## src/rtl/debounce_bank_if.sv

```systemverilog
`default_nettype none
// ============================================================================
//  Module      : debounce_bank_if
//  Description : Pin-side bundle of the debounce bank: raw levels in,
//                debounced level and event pulses out.
//  Revision    : 1.0 - initial release
// ============================================================================
interface debounce_bank_if #(
    parameter int N = 5
);
    logic [N-1:0] din;
    logic [N-1:0] dout;
    logic [N-1:0] rise;
    logic [N-1:0] fall;
    logic [N-1:0] hold;

    modport master (output din, input dout, input rise, input fall, input hold);
    modport slave  (input din, output dout, output rise, output fall, output hold);
endinterface
`default_nettype wire

```

## src/rtl/debounce_bank.sv

```systemverilog
`default_nettype none
// ============================================================================
//  Module      : debounce_bank
//  Description : N independent button debouncers, each with a 2-FF
//                synchroniser, stability filter, press/release pulses and a
//                one-shot long-hold pulse.
//  Revision    : 1.0 - initial release
// ============================================================================
module debounce_bank #(
    parameter int N          = 5,
    parameter int STABLE     = 20000,
    parameter int CNT_W      = 16,
    parameter int HOLD       = 50000000,
    parameter int HOLD_W     = 26,
    parameter int ACTIVE_LOW = 0
) (
    input  logic                  clk,
    input  logic                  rst_n,
    debounce_bank_if.slave        bus
);

    localparam logic [CNT_W-1:0] c_stable = CNT_W'(STABLE);
    localparam logic             c_inv    = (ACTIVE_LOW != 0);

    logic [N-1:0] w_dout;
    logic [N-1:0] w_rise;
    logic [N-1:0] w_fall;
    logic [N-1:0] w_hold;

    genvar i;
    generate
        for (i = 0; i < N; i++) begin : g_ch
            logic             r_s1;
            logic             r_s2;
            logic             r_q;
            logic             r_dout;
            logic             r_rise;
            logic             r_fall;
            logic [CNT_W-1:0] r_cnt;

            always_ff @(posedge clk) begin
                if (!rst_n) begin
                    r_s1   <= 1'b0;
                    r_s2   <= 1'b0;
                    r_q    <= 1'b0;
                    r_cnt  <= '0;
                    r_dout <= 1'b0;
                    r_rise <= 1'b0;
                    r_fall <= 1'b0;
                end else begin
                    r_s1 <= bus.din[i] ^ c_inv;
                    r_s2 <= r_s1;
                    r_q  <= r_s2;
                    // Any change restarts the run; the count saturates so it never wraps.
                    if (r_s2 != r_q) begin
                        r_cnt <= '0;
                    end else if (r_cnt < c_stable) begin
                        r_cnt <= r_cnt + CNT_W'(1);
                    end
                    if ((r_cnt == c_stable) && (r_q != r_dout)) begin
                        r_dout <= r_q;
                        r_rise <= r_q;
                        r_fall <= ~r_q;
                    end else begin
                        r_rise <= 1'b0;
                        r_fall <= 1'b0;
                    end
                end
            end

            assign w_dout[i] = r_dout;
            assign w_rise[i] = r_rise;
            assign w_fall[i] = r_fall;

            if (HOLD > 0) begin : g_hold
                localparam logic [HOLD_W-1:0] c_hold    = HOLD_W'(HOLD);
                localparam logic [HOLD_W-1:0] c_hold_m1 = HOLD_W'(HOLD - 1);

                logic [HOLD_W-1:0] r_hcnt;
                logic              r_hold;

                // Saturating at HOLD means the match on HOLD-1 happens once per press.
                always_ff @(posedge clk) begin
                    if (!rst_n) begin
                        r_hcnt <= '0;
                        r_hold <= 1'b0;
                    end else begin
                        if (!r_dout) begin
                            r_hcnt <= '0;
                        end else if (r_hcnt < c_hold) begin
                            r_hcnt <= r_hcnt + HOLD_W'(1);
                        end
                        r_hold <= r_dout && (r_hcnt == c_hold_m1);
                    end
                end

                assign w_hold[i] = r_hold;
            end else begin : g_no_hold
                assign w_hold[i] = 1'b0;
            end
        end
    endgenerate

    assign bus.dout = w_dout;
    assign bus.rise = w_rise;
    assign bus.fall = w_fall;
    assign bus.hold = w_hold;

endmodule
`default_nettype wire

```

## src/flat_wrapper.sv

```systemverilog
// flat-port wrapper written by rule: the top's interface ports become plain ports
module debounce_bank_flat 
#(
    parameter int N          = 5,
    parameter int STABLE     = 20000,
    parameter int CNT_W      = 16,
    parameter int HOLD       = 50000000,
    parameter int HOLD_W     = 26,
    parameter int ACTIVE_LOW = 0
)
  (clk, rst_n, bus_din, bus_dout, bus_rise, bus_fall, bus_hold);
  debounce_bank_if #(.N(N)) bus_i ();
  input  logic clk;
  input  logic rst_n;
  input wire logic [$bits(bus_i.din)-1:0] bus_din;
  output wire logic [$bits(bus_i.dout)-1:0] bus_dout;
  output wire logic [$bits(bus_i.rise)-1:0] bus_rise;
  output wire logic [$bits(bus_i.fall)-1:0] bus_fall;
  output wire logic [$bits(bus_i.hold)-1:0] bus_hold;
  assign bus_i.din = bus_din;
  assign bus_dout = bus_i.dout;
  assign bus_rise = bus_i.rise;
  assign bus_fall = bus_i.fall;
  assign bus_hold = bus_i.hold;
  debounce_bank #(.N(N), .STABLE(STABLE), .CNT_W(CNT_W), .HOLD(HOLD), .HOLD_W(HOLD_W), .ACTIVE_LOW(ACTIVE_LOW)) u_core (.clk(clk), .rst_n(rst_n), .bus(bus_i));
endmodule
```

## config.mk

```make
export PLATFORM = sky130hd
export DESIGN_NAME = debounce_bank_flat
export DESIGN_NICKNAME = d
export VERILOG_FILES = /design/src/rtl/debounce_bank_if.sv /design/src/rtl/debounce_bank.sv /design/src/flat_wrapper.sv
export SDC_FILE = /design/constraint.sdc
export NUM_CORES = 1
export LEC_CHECK = 0
export BUFFER_PORTS_ARGS = -buffer_cell sky130_fd_sc_hd__buf_2
export CAP_MARGIN = 25
export CORE_ASPECT_RATIO = 2
export CORE_UTILIZATION = 57
export DETAILED_ROUTE_END_ITERATION = 8
export PLACE_DENSITY = 0.77
export SKIP_LAST_GASP = 1
export SYNTH_ARGS = -nofsm -noshare
export SYNTH_HDL_FRONTEND = slang
export SYNTH_SLANG_ARGS = --single-unit
```

## constraint.sdc

```tcl
create_clock -name clk -period 1.8 [get_ports clk]
set_clock_uncertainty 0.15 [all_clocks]
set_input_delay 0.18 -clock clk [delete_from_list [all_inputs] [get_ports clk]]
set_output_delay 0.18 -clock clk [all_outputs]
set_load 0.02 [all_outputs]
```

==> results.cfg <==
[status]
status = finished, violations left
violations = setup timing

[floorplanning]
core_region_area_sq_um = 19800
start_util_pct = 57.9
dieWidth_um = 102
die-area_sq_um = 20700
pin_count = 27
num_rows = 73
die_y_um = 203

[critical_path]
reg2reg_to = u_core.g_ch[1].r_cnt[12]
critPathMaxFanout = 5
crit_path_start_kind = flop
path_class = reg -> reg
worstPathRequired_ns = 2.04
cp.arrival_ns = 2.31
rr_startpoint = u_core.g_ch[1].r_cnt[10]
r2r_cells = 7
cp-end-kind = flop
rrSetupSlack_ns = -0.27

[layout]
utilization_pct = 85.2
n_fill_cell = 911
layout-drive-gt1-share_pct = 41.7
area_delta_synth_final_pct = 47.1
diodes = 0
finalNetCount = 1674
fin_area_sq_um = 16900

[yosys]
synth_seq_cells = 245
ys_types = 69
async_flop_share_pct = 0
synth-simple-area-share_pct = 31.8
syn_nets = 1343
yosys.area_share.adder_pct = 1.63
synth-xor-area-share_pct = 13.9
synthFlopType = dfxtp_1
avgSynthCellArea_sq_um = 8.69
muxShareOfSynthArea_pct = 0.698
netlist_area_sq_um = 11500
yosys_warnings = 0
synthCells = 1321
synth_compound_area_share_pct = 5.65
synth_edf_count = 0
ys_seq_area_share_pct = 42.7
synth_top_family_by_area = simple AND/OR/NAND/NOR gates

[routing]
wire_per_inst_um = 19.8
routed_wl_mm = 38.2
drc = 0
drtIter0Drc = 642
avgViaCountPerCell = 6.05
num_vias = 11700
first_pass_iters = 5
antenna_left = 0

[power]
cellPowerDensity_nw_per_um2 = 648
ir_worst_vdd_mv = 0.885
leakage_uw = 0.00642

[cts]
cts_made_buffers = 22
root_buffer = clkbuf_16
ctsLongestPathBuffers = 3
clk-insertion-delay-late_ns = 0.53
clock-sinks = 245
clk_pin_slew_ns = 0.07
cts_tree = done
cts_max_level = 1

[sta]
final_max_slew_viol_count = 0
period_needed_ns = 2.07
fin_crit_sh_pct = 115
worstMarginPinSlew_ns = 0.603
slew_headroom_pct = 59.7
hold_viol_final = 0
rsz0062_at_grt = true
setup_viol = 158
max_freq_mhz = 483
setup_ws_ns = -0.271

[placement]
io_buffers = 26
gp_congestion = 0.836
hpwl_mm = 20.0
dpl-instance-area_sq_um = 13800

[global_route]
grt_max_degree = 27
grt_pass1_vias = 11500
grt_usage_pct = 31.1
grt-ovfl-total = 0
antenna_found_initial = 1
grt_pass1_wl_mm = 52.2

[worst_hold_path]
hold_path.class = in -> reg
min_from = bus_din[4]
min_path_cells = 3
hold_path_end = u_core.g_ch[4].r_s1

[flow_run]
cap_violations = 0
-- layout make-up --
class / instances / area [sq um] / share of cell area [%]
Clock buffer: 28 / 624 / 3.70
Clock inverter: 10 / 159 / 0.941
Inverter: 22 / 82.6 / 0.489
Multi-Input combinational cell: 998 / 7730 / 45.8
Sequential cell: 245 / 5000 / 29.6
Tap cell: 262 / 328 / 1.94
Timing Repair Buffer: 363 / 2960 / 17.5
-- cells in the mapped netlist (2+ instances only) --
cell	instances	area share [%]
and2_1	26	1.4
nor4_1	19	1.0
nor3_1	27	1.2
nor2b_1	5	0.27
o21a_1	3	0.20
xnor2_1	54	4.1
nor3b_1	3	0.20
and4_4	2	0.20
o21ai_0	14	0.61
a31oi_1	3	0.16
nand3_1	84	3.7
nand2b_1	3	0.16
ha_1	15	1.6
buf_4	21	1.4
buf_2	8	0.35
a41oi_1	4	0.31
inv_1	22	0.72
o31ai_1	3	0.20
nand4b_1	3	0.23
o31a_1	3	0.23
and3_1	52	2.8
or3_1	17	0.93
o211ai_1	2	0.13
mux2i_1	8	0.70
nand3b_1	5	0.33
nor4_2	5	0.54
and4_1	25	1.9
nand2_1	90	2.9
nor4bb_1	7	0.61
nand4_1	79	4.3
nor2_1	242	7.9
or2_2	2	0.11
nand4bb_1	2	0.20
clkbuf_1	28	0.92
nor4b_1	3	0.23
a211oi_1	3	0.20
xor2_1	128	9.8
a2111oi_4	3	0.72
dfxtp_1	245	43
a21oi_1	24	1.0
-- through the flow --
step / TNS (ns) / std cells / power [uW] / hold WS (ns) / worst slack (ns)
floorplan: -0.225 / 1321 / 5750 / 0.157 / -0.0637
global placement: -20.27 / 1825 / 5810 / 0.236 / -0.569
detailed placement: -27.66 / 1825 / 5820 / 0.240 / -0.644
CTS: -4.62 / 1901 / 10900 / 0.227 / -0.189
global route: -31.95 / 1928 / 11200 / 0.268 / -0.457
finish: -14.99 / 1928 / 11000 / 0.241 / -0.271
-- worst max-delay path, cell delays in order, from the launching register on --
cell	delay, ns
dfxtp_2	0.36
nor4bb_4	0.42
o311ai_4	0.18
buf_4	0.17
and3b_2	0.26
nand4_1	0.13
xor2_1	0.18
nor2_1	0.08
-- placed cells by master, fill, tap and decap left out, drive strengths merged, types with 7 or more instances in the layout --
| cell | synthesis | routed |
|---|---|---|
| buf | 30 | 356 |
| dfxtp | 245 | 245 |
| nor2 | 242 | 242 |
| xor2 | 128 | 128 |
| nand2 | 90 | 90 |
| nand3 | 84 | 84 |
| nand4 | 80 | 80 |
| xnor2 | 54 | 54 |
| and3 | 52 | 52 |
| clkbuf | 29 | 29 |
| nor3 | 28 | 29 |
| and4 | 27 | 27 |
| and2 | 26 | 26 |
| a21oi | 25 | 25 |
| nor4 | 24 | 24 |
| inv | 22 | 23 |
| or3 | 17 | 17 |
| ha | 15 | 15 |
| o21ai | 15 | 15 |
| mux2i | 8 | 8 |
| nor4bb | 7 | 7 |
-- sequential cells by signal, indices dropped and copies added, names as in the netlist --
signal	cells
u_core.g_ch.r_cnt	80
u_core.g_ch.g_hold.r_hcnt	130
u_core.g_ch.g_hold.r_hold	5
u_core.g_ch.r_q	5
u_core.g_ch.r_s2	5
u_core.g_ch.r_dout	5
u_core.g_ch.r_fall	5
u_core.g_ch.r_s1	5
u_core.g_ch.r_rise	5
-- per-layer routing --
layer	routed length, um	vias up	GRT usage [%]	share of wire, %
li1	-	5265	-	-
met1	12600	5638	28.8	33
met2	21200	544	61.6	55
met3	1890	223	3.92	4.9
met4	2480	0	18.1	6.5
met5	0	-	0	0
-- cell families (layout without fill, tap and decap cells) --
family	after synthesis	after routing
compound gates	81	82
fa+ha+maj	15	15
flops	245	245
buf+inv	81	423
simple gates	709	711
xor+xnor	182	182
mux	8	8
-- power by group --
| group | total, uW | switching, uW | internal [uW] |
|---|---|---|---|
| logic | 253 | 150 | 103 |
| clock network | 5210 | 2180 | 3030 |
| registers | 5490 | 39.8 | 5450 |
| total | 11000 | 2370 | 8580 |
-- worst max path at each step --
stage               cells after the start                        to                      from  slack, ns
floorplan                               6  u_core.g_ch[4].r_cnt[10]  u_core.g_ch[4].r_cnt[10]      -0.06
global placement                        7   u_core.g_ch[2].r_cnt[1]  u_core.g_ch[2].r_cnt[10]      -0.57
detailed placement                      6  u_core.g_ch[2].r_cnt[11]  u_core.g_ch[2].r_cnt[10]      -0.64
CTS                                     6  u_core.g_ch[4].r_cnt[11]  u_core.g_ch[4].r_cnt[10]      -0.19
global route                            7  u_core.g_ch[1].r_cnt[12]  u_core.g_ch[1].r_cnt[10]      -0.46
finish                                  7  u_core.g_ch[1].r_cnt[12]  u_core.g_ch[1].r_cnt[10]      -0.27
-- what timing repair did --
action | in CTS | in global routing
resized for setup | 183 | 239
endpoints found under the hold margin | 6 | 0
cloned | 6 | 2
pin swaps | 114 | 165
setup buffers | 29 | 31
endpoints found under the setup margin | 178 | 205
hold buffers | 6 | 0
(Power assumes the default switching activity.)
